## config.mk

```make
export PLATFORM = sky130hd
export DESIGN_NAME = accumulator_drain
export DESIGN_NICKNAME = d
export VERILOG_FILES = /design/src/rtl/accumulator_drain.sv
export SDC_FILE = /design/constraint.sdc
export NUM_CORES = 1
export LEC_CHECK = 0
export CORE_MARGIN = 4
export CORE_UTILIZATION = 45
export CTS_CLUSTER_DIAMETER = 80
export CTS_CLUSTER_SIZE = 30
export DETAILED_ROUTE_END_ITERATION = 8
export PLACE_DENSITY = 0.74
export SLEW_MARGIN = 20
export SYNTH_ARGS = -nofsm -noshare
export SYNTH_HDL_FRONTEND = slang
export SYNTH_SLANG_ARGS = --single-unit
```

## constraint.sdc

```tcl
create_clock -name clk -period 3.25 [get_ports clk]
set_input_delay 0.4875 -clock clk [delete_from_list [all_inputs] [get_ports clk]]
set_output_delay 0.4875 -clock clk [all_outputs]
set_load 0.05 [all_outputs]
```

## src/rtl/accumulator_drain.sv

```systemverilog
// Drains the accumulator back buffer through the bank read port, pairing 16-bit reads into 32-bit words.
// Optional per-element ReLU at the latched bitwidth when ACCUM_DRAIN_RELU_EN is defined.
module accumulator_drain #(
   parameter int BUFFER_WIDTH           = 8,
   parameter int TILE_SIZE              = 256,
   parameter int SMALLEST_ELEMENT_WIDTH = 4,
   parameter int BANK_COUNT             = 256
) (
   input  logic                            clk,
   input  logic                            reset,
   input  logic                            start,
   input  logic [1:0]                      bitwidth,
   output logic [$clog2(BUFFER_WIDTH)-1:0] bank_entry,
   output logic [$clog2(TILE_SIZE)-1:0]    bank_read,
   input  logic [4*SMALLEST_ELEMENT_WIDTH-1:0] bank_data,
   output logic [8*SMALLEST_ELEMENT_WIDTH-1:0] out_data,
   output logic                            out_valid,
   input  logic                            out_ready,
   output logic                            busy,
   output logic                            done
);

   localparam int SEW = SMALLEST_ELEMENT_WIDTH;
   localparam int RW  = 4 * SEW;
   localparam int OW  = 8 * SEW;
   localparam int EW  = $clog2(BUFFER_WIDTH);
   localparam int BW  = $clog2(TILE_SIZE);

   localparam logic [EW-1:0] LAST_E = EW'(BUFFER_WIDTH - 1);
   localparam logic [BW-1:0] LAST_B = BW'(BANK_COUNT - 1);

   localparam logic [OW-1:0] MSB_N = {8{1'b1, {(SEW-1){1'b0}}}};
   localparam logic [OW-1:0] MSB_B = {4{1'b1, {(2*SEW-1){1'b0}}}};
   localparam logic [OW-1:0] MSB_H = {2{1'b1, {(4*SEW-1){1'b0}}}};

`ifdef ACCUM_DRAIN_RELU_EN
   localparam bit RELU_EN = 1'b1;
`else
   localparam bit RELU_EN = 1'b0;
`endif

   localparam logic [1:0] IDLE  = 2'd0;
   localparam logic [1:0] READ  = 2'd1;
   localparam logic [1:0] FLUSH = 2'd2;
   localparam logic [1:0] DONE  = 2'd3;

   logic [1:0]    state;
   logic [1:0]    bw_q;
   logic [EW-1:0] next_e;
   logic [BW-1:0] next_b;
   logic          inflight;
   logic [RW-1:0] mem [4];
   logic [1:0]    wr_ptr;
   logic [1:0]    rd_ptr;
   logic [2:0]    count;

   logic [3:0]    occ;
   logic          accept;
   logic          issue;
   logic [EW-1:0] issue_e;
   logic [BW-1:0] issue_b;
   logic          last_issue;
   logic          pop;
   logic          drained;
   logic [OW-1:0] pair;
   logic [OW-1:0] packed_word;

   // Spread each negative element's sign bit down across the element, then clear those bits.
   function automatic logic [OW-1:0] relu_word(input logic [OW-1:0] w, input logic [1:0] code);
      logic [OW-1:0] msb;
      logic [OW-1:0] kill;
      int unsigned   ew;
      case (code)
         2'd0:    begin msb = MSB_N; ew = SEW;     end
         2'd1:    begin msb = MSB_B; ew = 2 * SEW; end
         default: begin msb = MSB_H; ew = 4 * SEW; end
      endcase
      kill = msb & w;
      for (int unsigned s = 1; s < 4 * SEW; s++) begin
         if (s < ew) kill = kill | ((msb & w) >> s);
      end
      return w & ~kill;
   endfunction

   always_comb begin
      occ         = {1'b0, count} + {3'b000, inflight};
      accept      = (state == IDLE) && start;
      issue       = accept || ((state == READ) && (occ < 4'd4));
      issue_e     = accept ? '0 : next_e;
      issue_b     = accept ? '0 : next_b;
      last_issue  = (issue_e == LAST_E) && (issue_b == LAST_B);
      pop         = (!out_valid || out_ready) && (count >= 3'd2);
      drained     = (count == 3'd0) && !inflight && !out_valid;
      pair        = {mem[rd_ptr + 2'd1], mem[rd_ptr]};
      packed_word = RELU_EN ? relu_word(pair, bw_q) : pair;
   end

   assign busy = (state != IDLE);
   assign done = (state == DONE);

   // First address goes out on the accepting edge so the first word pair lands two cycles later.
   always_ff @(posedge clk or posedge reset) begin
      if (reset) begin
         state      <= IDLE;
         bw_q       <= '0;
         next_e     <= '0;
         next_b     <= '0;
         bank_entry <= '0;
         bank_read  <= '0;
         inflight   <= 1'b0;
      end else begin
         case (state)
            IDLE:  if (start) begin
                      state <= READ;
                      bw_q  <= bitwidth;
                   end
            READ:  if (issue && last_issue) state <= FLUSH;
            FLUSH: if (drained) state <= DONE;
            default: state <= IDLE;
         endcase
         inflight <= issue;
         if (issue) begin
            bank_entry <= issue_e;
            bank_read  <= issue_b;
            if (issue_b == LAST_B) begin
               next_b <= '0;
               next_e <= issue_e + 1'b1;
            end else begin
               next_b <= issue_b + 1'b1;
            end
         end
      end
   end

   always_ff @(posedge clk) begin
      if (inflight) mem[wr_ptr] <= bank_data;
   end

   always_ff @(posedge clk or posedge reset) begin
      if (reset) begin
         wr_ptr    <= '0;
         rd_ptr    <= '0;
         count     <= '0;
         out_data  <= '0;
         out_valid <= 1'b0;
      end else begin
         if (inflight) wr_ptr <= wr_ptr + 2'd1;
         if (pop) rd_ptr <= rd_ptr + 2'd2;
         count <= count + {2'b00, inflight} - (pop ? 3'd2 : 3'd0);
         if (pop) begin
            out_data  <= packed_word;
            out_valid <= 1'b1;
         end else if (out_ready) begin
            out_valid <= 1'b0;
         end
      end
   end

endmodule

```

==> metrics.txt, run 1 <==
Slew @ Worst Pin 969.7 ps; post-route setup slack 708.0 ps; Final #Nets 481; final core occ 59.15%; Setup violations, final 0; Crit Path Category reg2reg; most frequent cells after synthesis dfrtp_1, edfxtp_1, a21oi_1; post-DP HPWL about 6000 um; RSZ-0062 raised after global routing false; PD cells about 1100 nW/um^2; antenna violations before repair 0; critical path capture point type register; fmax a little under 400 MHz; Detailed Route Iter0 Violations 190; routed wire length 9618 um; largest family of logic cells by synthesized area simple AND/OR/NAND/NOR gates; Site Rows 38; compound-cell area share of the yosys netlist roughly 8.0%; depth of the CTS H-tree 4; Critical Path Most Common Cell ha_1; fin. max-slew vios 0; Port Buffers 65; first-pass GRT wire length 15760 um; pin count of the biggest net entering global routing 66; Fin. Hold Viols 0; ant diodes 0; Ports 68; synthesis warning total 0; Worst path slowest cell dfrtp_1; Via density about 5.1; cts-stage hold buffer count 0; die area 13080 um^2; pre-CTS setup slack 510.8 ps; VDD IR-drop max ~520 uV; global-route usage over all layers 15.79%; Layout Skew 5.804 ps; Die X between 100 and 150 um; Syn Nets 412; total global routing overflow 0; Core Box Area roughly 11000 um^2; Synth Area per Inst roughly 14 um^2; die height 114.4 um; cell taking the most area after synthesis edfxtp_1; commonest register cell after synthesis edfxtp_1; number of buffers created by CTS 17; DP Area between 5000 and 6000 um^2; Leak Pwr 2.614 nW; Post-Syn Instances 376; First-pass DRT Iterations 4; Clock Sinks 128; Unique masters post-synth 43; CP Launch Type register; sequential-to-total area share from yosys stat 69.19%; synth top area cells edfxtp_1, dfrtp_1, mux2i_1; post-route ant nets 0; CTS max path bufs 2; area grow syn2layout 27.03%; period utilization 78.22%; outcome finished clean; GPL Wtd Cong 0.7501; critical path peak fanout 17; initial core utilization 46.57%; Avg WL per Cell 16.08 um; share of cells above drive strength 1 under 10%; number of synthesized flops with an enable pin 64; post-CTS setup buffer count 0; DRC viols 0; Sum Neg Setup Slack 0 ps; Root Buffer Master clkbuf_16; CTS tree done; Cell Area, Synth 5092 um^2; clock latency on the worst-skew pair just over 400 ps; critical path's top delay family simple AND/OR/NAND/NOR gates; Rel. slew slack 35.36%; Synth top area share 37.74%; simple-gate portion of the synthesized area under 10%; post-synthesis adder-cell area fraction under 10%; post-layout min period between 2000 and 3000 ps; vias in the first global route 3100; flops & latches, synth 128; Final Instance Area 6469 um^2; slowest cell delay on critical path 400 ps; via count 3074; crit-path cells inv_1 > ha_1 > nand2_2 > and2_1 > ha_1 > and3_1 > nand3_2 > nor2_2 > mux2_1; worst endpoint data arrival time 2830 ps; post-synthesis xor/xnor area fraction 1.204%; WP data required 3530 ps; Worst Path Buf+Inv 1; worst min-delay path category reg2reg; Max Cap Viol 0; clock-pin slew on the worst setup and hold paths 50 ps; mux cell area share after synthesis 6.732%; post-CTS resize count 0; Async SR Flop Fraction 50.00%
-- final cells by class --
cell class                      instances  area, um^2
Clock buffer                           22       454.2
Clock inverter                         10       137.6
Fill cell                             864        4467
Inverter                               13       48.80
Multi-Input combinational cell        218        1450
Sequential cell                       128        3525
Tap cell                              140       175.2
Timing Repair Buffer                   67       678.2
-- state kept, by name (all words and copies together) (netlist names) --
| register | cells |
|---|---|
| count | 3 |
| inflight | 1 |
| bank_entry | 3 |
| mem | 64 |
| next_e | 3 |
| out_data | 32 |
| bank_read | 8 |
| wr_ptr | 2 |
| next_b | 8 |
| out_valid | 1 |
| rd_ptr | 1 |
| state | 2 |
-- metrics by stage --
step,total power [W],instances,hold WS (ps)
3_5_place_dp,0.005008,566,473.3
5_1_grt,0.007192,598,490.6
2_1_floorplan,0.004229,376,454.7
4_1_cts,0.006911,598,486.7
3_3_place_gp,0.004923,566,486.4
6_report,0.006850,598,493.5
-- layer usage --
metal	up-vias	track usage [%]	wire (um)
li1	1473	-	-
met3	19	3.594	352
met1	1524	20.14	4250
met2	58	25.34	4813
met4	0	7.997	201
met5	-	0	0
-- report_power, final --
group | switching (W) | leakage [nW] | internal [W]
sequential | 0.000345 | 1.35 | 0.00216
combinational | 0.00158 | 0.977 | 0.000870
clock | 0.000666 | 0.286 | 0.00122
total | 0.00259 | 2.61 | 0.00426
-- kinds of logic after synthesis --
logic type / count (synthesis)
AOI/OAI and AO/OA: 69
xor gates and xnor gates: 7
adders and majority gates: 14
buffers and inverters: 30
DFF: 128
muxes: 34
and+or+nand+nor: 94
-- final timing paths --
kind | slack, ps | startpoint | depth (start not counted) | to
worst max-delay path | 710 | state[0] | 9 | next_e[2]
worst min-delay path | 490 | next_e[0] | 1 | next_e[0]
worst max register to register | 710 | state[0] | 9 | next_e[2]
worst min register to register | 490 | next_e[0] | 1 | next_e[0]
max in group asynchronous | 2100 | reset | 3 | next_b[5]
min in group asynchronous | 510 | reset | 2 | out_data[5]
-- layout by cell type, fill, tap and decap left out, types with 2 or more instances in the layout --
cell	count
nand2_1	27
clkdlybuf4s50_1	65
bufinv_16	3
clkbuf_1	4
ha_1	14
a31oi_1	3
o211ai_1	3
and2_1	13
inv_2	3
mux2_1	2
o21ai_0	3
a21oi_1	44
nor2_1	38
clkinv_4	3
o21ai_1	2
and3_1	3
o31ai_1	2
dfrtp_1	63
edfxtp_1	64
inv_1	10
nand2_2	2
xnor2_1	2
mux2i_1	32
clkbuf_16	17
clkinv_2	2
xor2_1	5
nand4_1	3
Power figures use the tool's default switching activity.
==> inputs of run 2 (changes only) <==
Settings changed: PLACE_DENSITY 0.74 to 0.77.
Clock period 3.25 ns to 2.3 ns, I/O delays scaled along.
==> metrics.txt, run 2 (synthesized netlist as in run 1, its figures left out) <==
Slew @ Worst Pin 768.2 ps; Via density approximately 5.2; Worst Setup SP state[1]; Port Buffers 65; global-route usage over all layers 16.64%; ant diodes 0; Rel. slew slack approximately half; Detailed Route Iter0 Violations 139; slowest cell delay on critical path around 410 ps; Avg WL per Cell around 16 um; Fin Hold WS about 330 ps; share of cells above drive strength 1 a little over an eighth; antenna violations before repair 0; critical path capture point type register; crit-path cells inv_1 > ha_4 > nand2_2 > and2_1 > ha_1 > and3_1 > nand3_4 > nor2_4 > mux2_1; Die X 114.4 um; Leak Pwr 2.668 nW; post-CTS setup buffer count 0; Fin. Hold Viols 0; period utilization 94.33%; fin. max-slew vios 0; worst min-delay path category in2async; Ports slightly below 70; depth of the CTS H-tree 4; worst endpoint data arrival time 2460 ps; Layout Skew 5.254 ps; Core Box Area 10940 um^2; Regs by FF count mem (64), out_data (32); vias in the first global route 3327; total global routing overflow 0; post-DP HPWL 6390 um; CP Launch Type register; Max Cap Viol 0; Root Buffer Master clkbuf_16; die area 13080 um^2; First-pass DRT Iterations 4; Worst Path Buf+Inv 1; number of flip-flops in the largest register 64; clock-pin slew on the worst setup and hold paths 60 ps; PD cells 1499 nW/um^2; Sum Neg Setup Slack 0 ps; critical path peak fanout 5; die height 114.4 um; most frequent cells in the layout clkdlybuf4s50_1, edfxtp_1, dfrtp_1, a21oi_1, nor2_1; Setup violations, final 0; initial core utilization 46.57%; reg2reg start state[1]; via count 3138; WP data required 2590 ps; number of buffers created by CTS 17; Final Non-Filler Cells 609; GPL Wtd Cong 0.7629; dpl cells roughly 580; Tot Pwr 0.009872 W; pin count of the biggest net entering global routing 66; fmax approximately 460 MHz; CTS max path bufs 2; Reg with most FFs mem; post-layout min period 2170 ps; outcome finished clean; critical path's top delay family simple AND/OR/NAND/NOR gates; VDD IR-drop max 763.5 uV; clock latency on the worst-skew pair around 410 ps; Final #Nets 492; routed wire length 9993 um; DRC viols 0; post-route ant nets 0; Site Rows 38; CTS tree done; area grow syn2layout 29.31%; Crit Path Category reg2reg; Clock Sinks 128; final core occ 60.22%; Worst path slowest cell dfrtp_1; first-pass GRT wire length 16670 um
-- run 2: layout make-up --
cell class                      count  area (um^2)
Clock inverter                     13        176.4
Inverter                           13        48.80
Multi-Input combinational cell    218         1476
Sequential cell                   128         3525
Timing Repair Buffer               78        750.7
Tap cell                          140        175.2
Fill cell                         848         4350
Clock buffer                       19        432.9
-- run 2: where the power goes --
part,internal [W],leakage (nW),switching [W],total [W]
Combinational,0.00130,1.03,0.00232,0.00363
Clock,0.00173,0.287,0.00102,0.00275
Sequential,0.00305,1.35,0.000446,0.00350
-- run 2: timing repair --
item / 4_1_cts / 5_1_grt
hold buffers: 0 / 0
gates resized for setup: 1 / 7
endpoints found under the setup margin: 1 / 6
-- run 2: worst paths after layout --
kind	slack [ps]	cells past startpoint	to
max	130	9	next_e[1]
min in group clk	500	1	count[0]
max in group asynchronous	1520	3	rd_ptr[1]
min	330	3	out_data[2]
max reg2reg	130	9	next_e[1]
min reg2reg	500	1	count[0]
-- run 2: worst reg2reg max path, cell delays in order (launching register included) --
cell	delay (ps)
dfrtp_1	410
inv_1	110
ha_4	190
nand2_2	90
and2_1	170
ha_1	170
and3_1	280
nand3_4	150
nor2_4	140
mux2_1	340
-- run 2: metal layers --
layer	vias to the layer above	track usage [%]	share of wire, %
met2	64	26.15	51
li1	1498	-	-
met3	23	4.545	3.3
met5	-	0	0
met4	0	8.155	2.4
met1	1553	21.34	43
-- run 2: stage by stage --
stage / area (um^2) / setup WS, ps
finish: 6585 / 130.5
global route: 6585 / -17.98
CTS: 6555 / 34.27
detailed placement: 5947 / -38.08
global placement: 5947 / 35.47
floorplan: 5094 / 19.10
==> inputs of run 3 (changes only) <==
--- a/constraint.sdc
+++ b/constraint.sdc
@@ -3,2 +3,2 @@
 set_output_delay 0.345 -clock clk [all_outputs]
-set_load 0.05 [all_outputs]
+set_load 0.01 [all_outputs]
==> metrics.txt, run 3 (synthesized netlist as in run 1, its figures left out) <==
total global routing overflow 0; CP Launch Type register; number of flip-flops in the largest register 64; die area 13080 um^2; Crit Path Category reg2reg; crit-path cells inv_1 > ha_4 > nand2_2 > and2_1 > ha_1 > and3_1 > and4_2 > a21o_1 > a211oi_1; Core Box Area 10940 um^2; Final #Nets 492; clock latency on the worst-skew pair just over 400 ps; final core occ 60.23%; Detailed Route Iter0 Violations 142; pin count of the biggest net entering global routing between 60 and 70; critical path capture point type register; GPL Wtd Cong roughly 0.76; Fin. Hold Viols 0; Max Cap Viol 0; antenna violations before repair 0; fmax 461.5 MHz; CTS max path bufs 2; Ports 68; fin. max-slew vios 0; worst min-delay path category in2async; PD cells 1350 nW/um^2; outcome finished clean; period utilization 94.20%; CTS tree done; Layout Skew roughly 5.4 ps; DRC viols 0; slowest cell delay on critical path 420 ps; Via density 5.186; Leak Pwr 2.668 nW; most frequent cells in the layout clkdlybuf4s50_1, edfxtp_1, dfrtp_1, a21oi_1, nor2_1; post-layout min period between 2000 and 2500 ps; routed wire length around 10000 um; VDD IR-drop max 618.5 uV; Reg with most FFs mem; Worst path slowest cell dfrtp_1; cts-stage hold buffer count 0; global-route usage over all layers 16.64%; depth of the CTS H-tree 4; critical path peak fanout 5; First-pass DRT Iterations 6; die height approximately 110 um; via count between 3000 and 4000; initial core utilization 46.57%; Site Rows 38; first-pass GRT wire length roughly 17000 um; share of cells above drive strength 1 between 10% and 20%; Regs by FF count mem (64), out_data (32); post-DP HPWL approximately 6400 um; Slew @ Worst Pin 786.2 ps; Root Buffer Master clkbuf_16; Rel. slew slack between 40% and 50%; clock-pin slew on the worst setup and hold paths 60 ps; most common cell after layout, fill and taps aside clkdlybuf4s50_1; worst endpoint data arrival time ~2500 ps; Clock Sinks between 100 and 150; Setup violations, final 0; Die X 114.4 um; WP data required 2620 ps; Port Buffers 65; Avg WL per Cell 16.39 um; ant diodes 0; number of buffers created by CTS 17; area grow syn2layout 29.34%; vias in the first global route 3327; post-route ant nets 0; Fin Hold WS 334.1 ps
==> run 3: changes by cell type in the layout (fill, tap and decap cells not counted), sizes merged <==
cell           change
dlygate4sd2        -1
clkdlybuf4s50      +1
==> run 3: per-layer routing <==
metal  global-route usage [%]  routed length (um)  up-vias
li1                         -                   -     1498
met3                    4.545                 313       23
met4                    8.155                 235        0
met1                    21.34                4343     1574
met5                        0                   0        -
met2                    26.15                5090       63
==> run 3: timing repair <==
item	CTS	global route
setup buffers	0	0
endpoints found under the setup margin	0	6
resized for setup	0	7
==> run 3: report_power, final <==
part           internal [W]  switching [W]
Sequential          0.00305       0.000449
Combinational       0.00132        0.00133
Clock               0.00173        0.00102
==> run 3: cell type report <==
cell class | count | area [um^2]
timing repair buffer | 78 | 752.0
clock buffer | 19 | 432.9
tap | 140 | 175.2
sequential | 128 | 3525
multi-input combinational | 218 | 1476
clock inverter | 13 | 176.4
inverter | 13 | 48.80
fill | 849 | 4349
==> run 3: critical path: cells and delay by family (launching register included) <==
family | cells | cell delay, ps
adder cells (fa/ha/maj) | 2 | 380
buffers and inverters | 1 | 140
AO/OA/AOI/OAI | 2 | 340
flip-flops | 1 | 420
AND/OR/NAND/NOR | 4 | 800
==> run 3: through the flow <==
step / power, W / setup TNS [ps] / area [um^2] / setup WS [ps] / instances
after floorplan: 0.004991 / 0 / 5094 / 19.10 / 376
after global placement: 0.006033 / 0 / 5947 / 35.47 / 577
after detailed placement: 0.006164 / -51.47 / 5947 / -38.08 / 577
after CTS: 0.008956 / 0 / 6556 / 34.27 / 609
after global routing: 0.009402 / -17.98 / 6586 / -17.98 / 609
final: 0.008893 / 0 / 6586 / 133.3 / 609
==> run 3: final timing paths <==
path / from / to / slack [ps] / cells past startpoint
hold reg to reg: next_e[0] / next_e[0] / 490 / 1
max in group asynchronous: reset / rd_ptr[1] / 1520 / 3
setup / recovery: state[1] / next_b[5] / 130 / 9
hold / removal: reset / out_data[2] / 330 / 3
min in group clk: next_e[0] / next_e[0] / 490 / 1
setup reg to reg: state[1] / next_b[5] / 130 / 9
